<file path="src/rtl/jtag_ahb_pkg.sv">
// Shared encodings for the JTAG-to-AHB access controller.
package jtag_ahb_pkg;

    localparam logic [1:0] HtransIdle   = 2'b00;
    localparam logic [1:0] HtransNonseq = 2'b10;

    localparam logic HrespOkay  = 1'b0;
    localparam logic HrespError = 1'b1;

    typedef logic [2:0] state_t;

    localparam state_t StIdle = 3'd0;
    localparam state_t StAddr = 3'd1;
    localparam state_t StData = 3'd2;
    localparam state_t StErr2 = 3'd3;
    localparam state_t StResp = 3'd4;

endpackage

</file>
<file path="src/rtl/jtag_ahb_rr_arb.sv">
// Two-way combinational arbiter: alternates on contention when ROUND_ROBIN is set,
// otherwise port 0 has fixed priority.
module jtag_ahb_rr_arb #(
    parameter bit ROUND_ROBIN = 1'b1
) (
    input  logic req0,
    input  logic req1,
    input  logic last_grant,
    output logic any_req,
    output logic grant
);

    always_comb begin
        any_req = req0 | req1;
        if (req0 && req1) begin
            grant = ROUND_ROBIN ? ~last_grant : 1'b0;
        end else begin
            grant = ~req0;
        end
    end

endmodule

</file>
<file path="src/rtl/jtag_ahb_access_ctrl.sv">
// Arbitrates two requesters onto one AHB-Lite master port, issuing single-beat NONSEQ
// transfers with wait-state, two-cycle error and watchdog-abort handling.
module jtag_ahb_access_ctrl
    import jtag_ahb_pkg::*;
#(
    parameter int unsigned ADDR_WIDTH     = 32,
    parameter int unsigned DATA_WIDTH     = 32,
    parameter int unsigned ROUND_ROBIN    = 1,
    parameter int unsigned TIMEOUT_CYCLES = 255
) (
    input  logic                  TCK,
    input  logic                  RST,
    input  logic                  REQ0,
    input  logic                  WR0,
    input  logic [ADDR_WIDTH-1:0] ADDR0,
    input  logic [DATA_WIDTH-1:0] WDATA0,
    output logic                  ACK0,
    output logic                  ERR0,
    output logic [DATA_WIDTH-1:0] RDATA0,
    input  logic                  REQ1,
    input  logic                  WR1,
    input  logic [ADDR_WIDTH-1:0] ADDR1,
    input  logic [DATA_WIDTH-1:0] WDATA1,
    output logic                  ACK1,
    output logic                  ERR1,
    output logic [DATA_WIDTH-1:0] RDATA1,
    input  logic                  HREADY,
    input  logic                  HRESP,
    input  logic [DATA_WIDTH-1:0] HRDATA,
    output logic                  HWRITE,
    output logic [1:0]            HTRANS,
    output logic [ADDR_WIDTH-1:0] HADDR,
    output logic [DATA_WIDTH-1:0] HWDATA,
    output logic                  TIMEOUT_FLAG
);

    state_t      state_q, state_d;
    logic        owner_q;
    logic        last_grant_q;
    logic [15:0] wdog_q;
    logic [16:0] wdog_next;

    logic any_req, grant;
    logic grab, accept, finish, fin_err, fin_read, wd_inc, tmo, wd_hit;

    jtag_ahb_rr_arb #(
        .ROUND_ROBIN(ROUND_ROBIN != 0)
    ) u_arb (
        .req0      (REQ0),
        .req1      (REQ1),
        .last_grant(last_grant_q),
        .any_req   (any_req),
        .grant     (grant)
    );

    // The wait cycle that would bring the count to TIMEOUT_CYCLES aborts instead.
    assign wdog_next = {1'b0, wdog_q} + 17'd1;
    assign wd_hit    = (wdog_next == 17'(TIMEOUT_CYCLES));

    always_comb begin
        state_d  = state_q;
        grab     = 1'b0;
        accept   = 1'b0;
        finish   = 1'b0;
        fin_err  = 1'b0;
        fin_read = 1'b0;
        wd_inc   = 1'b0;
        tmo      = 1'b0;
        case (state_q)
            StIdle: begin
                if (any_req) begin
                    grab    = 1'b1;
                    state_d = StAddr;
                end
            end
            StAddr: begin
                if (HREADY) begin
                    accept  = 1'b1;
                    state_d = StData;
                end
            end
            StData: begin
                if (HREADY) begin
                    finish   = 1'b1;
                    fin_err  = (HRESP == HrespError);
                    fin_read = (HRESP == HrespOkay) && !HWRITE;
                end else if (HRESP == HrespError) begin
                    state_d = StErr2;
                end else if (wd_hit) begin
                    finish  = 1'b1;
                    fin_err = 1'b1;
                    tmo     = 1'b1;
                end else begin
                    wd_inc = 1'b1;
                end
            end
            StErr2: begin
                if (HREADY) begin
                    finish  = 1'b1;
                    fin_err = 1'b1;
                end else if (wd_hit) begin
                    finish  = 1'b1;
                    fin_err = 1'b1;
                    tmo     = 1'b1;
                end else begin
                    wd_inc = 1'b1;
                end
            end
            StResp:  state_d = StIdle;
            default: state_d = StIdle;
        endcase
        if (finish) state_d = StResp;
    end

    always_ff @(posedge TCK) begin
        if (RST) begin
            state_q      <= StIdle;
            owner_q      <= 1'b0;
            last_grant_q <= 1'b1;
            wdog_q       <= '0;
            HTRANS       <= HtransIdle;
            HWRITE       <= 1'b0;
            HADDR        <= '0;
            HWDATA       <= '0;
            ACK0         <= 1'b0;
            ERR0         <= 1'b0;
            RDATA0       <= '0;
            ACK1         <= 1'b0;
            ERR1         <= 1'b0;
            RDATA1       <= '0;
            TIMEOUT_FLAG <= 1'b0;
        end else begin
            state_q <= state_d;
            ACK0    <= 1'b0;
            ACK1    <= 1'b0;
            if (grab) begin
                owner_q      <= grant;
                last_grant_q <= grant;
                HADDR        <= grant ? ADDR1 : ADDR0;
                HWRITE       <= grant ? WR1 : WR0;
                HTRANS       <= HtransNonseq;
            end
            if (accept) begin
                HTRANS <= HtransIdle;
                wdog_q <= '0;
                if (HWRITE) HWDATA <= owner_q ? WDATA1 : WDATA0;
            end
            if (wd_inc) wdog_q <= wdog_q + 16'd1;
            if (tmo) TIMEOUT_FLAG <= 1'b1;
            if (finish) begin
                if (owner_q) begin
                    ACK1 <= 1'b1;
                    ERR1 <= fin_err;
                    if (fin_read) RDATA1 <= HRDATA;
                end else begin
                    ACK0 <= 1'b1;
                    ERR0 <= fin_err;
                    if (fin_read) RDATA0 <= HRDATA;
                end
            end
        end
    end

endmodule

</file>
<file path="config.mk">
export PLATFORM = sky130hd
export DESIGN_NAME = jtag_ahb_access_ctrl
export DESIGN_NICKNAME = d
export VERILOG_FILES = /design/src/rtl/jtag_ahb_pkg.sv /design/src/rtl/jtag_ahb_rr_arb.sv /design/src/rtl/jtag_ahb_access_ctrl.sv
export SDC_FILE = /design/constraint.sdc
export NUM_CORES = 1
export LEC_CHECK = 0
export ABC_AREA = 1
export ABC_CLOCK_PERIOD_IN_PS = 4700
export CAP_MARGIN = 20
export CORE_MARGIN = 2
export CORE_UTILIZATION = 45
export DETAILED_ROUTE_END_ITERATION = 10
export PLACE_DENSITY_LB_ADDON = 0.05
export SYNTH_ARGS = -nofsm -noshare
export SYNTH_HDL_FRONTEND = slang
export SYNTH_SLANG_ARGS = --single-unit
</file>
<file path="constraint.sdc">
create_clock -name TCK -period 4.7 [get_ports TCK]
set_clock_uncertainty 0.05 [all_clocks]
set_input_delay 0.94 -clock TCK [delete_from_list [all_inputs] [get_ports TCK]]
set_output_delay 0.94 -clock TCK [all_outputs]
set_load 0.01 [all_outputs]
</file>
==> metrics.md <==
| Metric | Value |
|---|---|
| Slowest CP cell | `nand4_4` |
| DP Wirelength | `between 10 and 15 mm` |
| Clock buffer depth | `2` |
| Setup Crit Path Kind | `in -> reg` |
| Synth Area in Adders | `0.003752` |
| CP Max Fanout | `between 60 and 70` |
| First-pass GRT wire length | `33.38 mm` |
| Setup crit end kind | `flip-flop` |
| Max-cap violations | `0` |
| Share of synthesized registers carrying an async set or reset | `0` |
| GRT overflow | `0` |
| Most frequent CP cell | `nor2_1` |
| TritonRoute pass-1 iters | `5` |
| Number of flops mapped to enable cells by yosys | `0` |
| Dpl cells | `approximately 1400` |
| Yosys synthesis warning count | `0` |
| Worst slew pin tran | `about 1.1 ns` |
| Total track usage | `0.2608` |
| Period utilisation layout | `0.6881` |
| RSZ-0062 raised after global routing | `false` |
| CTS clk-pin slew, worst paths | `about 0.06 ns` |
| Cell Pwr Density | `just over 400 nW/um2` |
| TritonCTS clock tree | `yes` |
| Total core area | `about 14000 um2` |
| Die X | `around 130 um` |
| IO Count | `304` |
| Worst Path Arrival | `3.49 ns` |
| Relative slew slack | `0.2935` |
| Layout overhead on the synthesized area | `56.47%` |
| Worst-Skew Late Latency | `approximately 0.42 ns` |
| Unique masters post-synth | `33` |
| Die height | `around 130 um` |
| Starting density of the core | `0.4606` |
| Core Rows | `44` |
| Total wire length | `between 20 and 25 mm` |
| Final Setup Violations | `0` |
| Setup bufs post-CTS | `0` |
| Num CTS Buffers | `17` |
| Largest stage delay, worst path | `0.78 ns` |
| Vias per cell | `around 4.9` |
| CP startpoint kind | `input pin` |
| Average cell area after synthesis | `around 6.9 um2` |
| Share of layout cells above drive strength 1 | `0.05347` |
| Gpl congestion | `0.8901` |
| Finished Layout Cells | `between 1000 and 1500` |
| Root Driver | `clkbuf_16` |
| DRC viols | `0` |
| Post-Synth Simple-Gate Area | `0.2767` |
| Post-synthesis mux area share | `0` |
| Minimum clock period | `3.234 ns` |
| Pre-CTS setup slack | `around 1.1 ns` |
| Yosys reg bits | `156` |
| Synthesized cell area | `about 6700 um2` |
| H-Tree Depth | `4` |
| Largest net degree at the start of global routing | `65` |
| Fmax | `0.3092 GHz` |
| Final hold vios | `0` |
| Leakage power | `4.206 nW` |
| Setup TNS | `0 ns` |
| 1st-iter DRT viols | `around 400` |
| Commonest non-fill, non-tap cell in the layout | `clkdlybuf4s50_1` |
| Antenna-violating nets left | `0` |
| Cells along the critical path | `clkdlybuf4s50_1 > inv_1 > nor4_1 > nand4_4 > nor2_1 > nor2_1` |
| XOR/XNOR share of the synthesized area | `0.007880` |
| Sinks on Clock Net | `about 160` |
| Peak VDD IR | `~0.29 mV` |
| Mapped Cells | `approximately 970` |
| Port Buffers | `slightly above 300` |
| Commonest cells after routing, fill and taps aside | `clkdlybuf4s50_1 (301), nand2_1 (231), nor2_1 (185), dfxtp_1 (156), a21oi_1 (152)` |
| Critical Path RT | `4.95 ns` |
| Hold Path Class | `reg -> reg` |
| Crit path buffers/inverters | `2` |
| Initial antenna violation count | `0` |
| Post-cts sizing count | `0` |
| Sequential area share after synthesis | `0.4683` |
| # diodes | `0` |
| Status | `finished, final reports clean` |
| Final Net Count | `~1400` |
| Count of final max-slew check failures | `0` |
| Die area | `approximately 16000 um2` |
| Top Family by Delay on Critical Path | `simple AND/OR/NAND/NOR gates` |
| Largest family of logic cells by synthesized area | `simple AND/OR/NAND/NOR gates` |
| Top FF cell, synth | `dfxtp_1` |
| Via count | `7007` |
| Synth Area in Compound Gates | `0.1700` |
| Worst setup margin | `1.466 ns` |
| Syn Nets | `around 1100` |
| Avg WL per Cell | `about 14 um` |
| Hold-fix buffers, CTS | `0` |
| Vias in the first global route | `slightly below 7000` |
[flip-flops by register name, summed over array words and instances (netlist names)]
| signal | cells |
|---|---|
| ACK0 | 1 |
| state_q | 3 |
| ACK1 | 1 |
| last_grant_q | 1 |
| RDATA0 | 32 |
| HWRITE | 1 |
| ERR1 | 1 |
| ERR0 | 1 |
| owner_q | 1 |
| wdog_q | 16 |
| HWDATA | 32 |
| RDATA1 | 32 |
| TIMEOUT_FLAG | 1 |
| HTRANS | 1 |
| HADDR | 32 |
[Yosys cell counts, drive strengths merged (3+ instances only)]
library cell / n / share of area
xnor2: 5 / 0.0066
inv: 58 / 0.033
clkbuf: 39 / 0.022
nor2: 190 / 0.11
nand3: 16 / 0.014
dfxtp: 156 / 0.47
a21oi: 152 / 0.11
o21ai: 70 / 0.053
buf: 18 / 0.017
nand2: 238 / 0.14
nand4: 8 / 0.0098
clkinv: 3 / 0.0017
[path summary, 6_finish.rpt]
| path | startpoint | end | slack, ns | cells after the start |
|---|---|---|---|---|
| setup / recovery | HREADY | RDATA1[10] | 1.47 | 6 |
| hold / removal | TIMEOUT_FLAG | TIMEOUT_FLAG | 0.40 | 2 |
| setup reg to reg | wdog_q[1] | RDATA1[10] | 1.74 | 14 |
| hold reg to reg | TIMEOUT_FLAG | TIMEOUT_FLAG | 0.40 | 2 |
[through the flow]
step	area (um2)	hold WS (ns)	utilization	power [mW]
final	10440	0.4033	0.7207	4.268
after global routing	10440	0.4411	0.7207	4.494
after CTS	10420	0.4081	0.7193	4.296
after detailed placement	9737	0.3984	0.6725	2.722
after global placement	9737	0.3874	0.6725	2.716
after floorplan	6669	0.4015	-	2.149
[tightest hold or removal path: cells and delay by family, from the launching register on]
| family | cells | cell delay, ns |
|---|---|---|
| buffers and inverters | 1 | 0.05 |
| AOI/OAI and AO/OA | 1 | 0.05 |
| DFF | 1 | 0.31 |
[layer usage]
metal	vias to the layer above	global-route usage	part of all wire
li1	3621	-	-
met1	3115	0.3009	0.40
met2	236	0.4445	0.48
met3	35	0.09856	0.092
met4	0	0.09179	0.026
met5	-	0	0
[logic make-up after synthesis]
family / Yosys count
compound gates: 225
xor+xnor: 6
fa+ha+maj: 2
buf+inv: 118
flops: 156
other cells: 1
simple gates: 458
[power by group]
part / leakage, nW / switching, mW / internal, mW / total [mW]
Sequential: 1.27 / 0.0779 / 1.48 / 1.56
Clock: 0.323 / 0.554 / 1.01 / 1.57
Combinational: 2.62 / 0.616 / 0.532 / 1.15
Total: 4.21 / 1.25 / 3.02 / 4.27
[final cells by class]
type,instances,area (um2)
Clock buffer,18,439.2
Multi-Input combinational cell,692,3069
Sequential cell,156,3123
Clock inverter,14,239.0
Fill cell,1208,4044
Inverter,61,229.0
Tap cell,184,230.2
Timing Repair Buffer,312,3105
No activity file was read; power rests on OpenSTA's default activity.
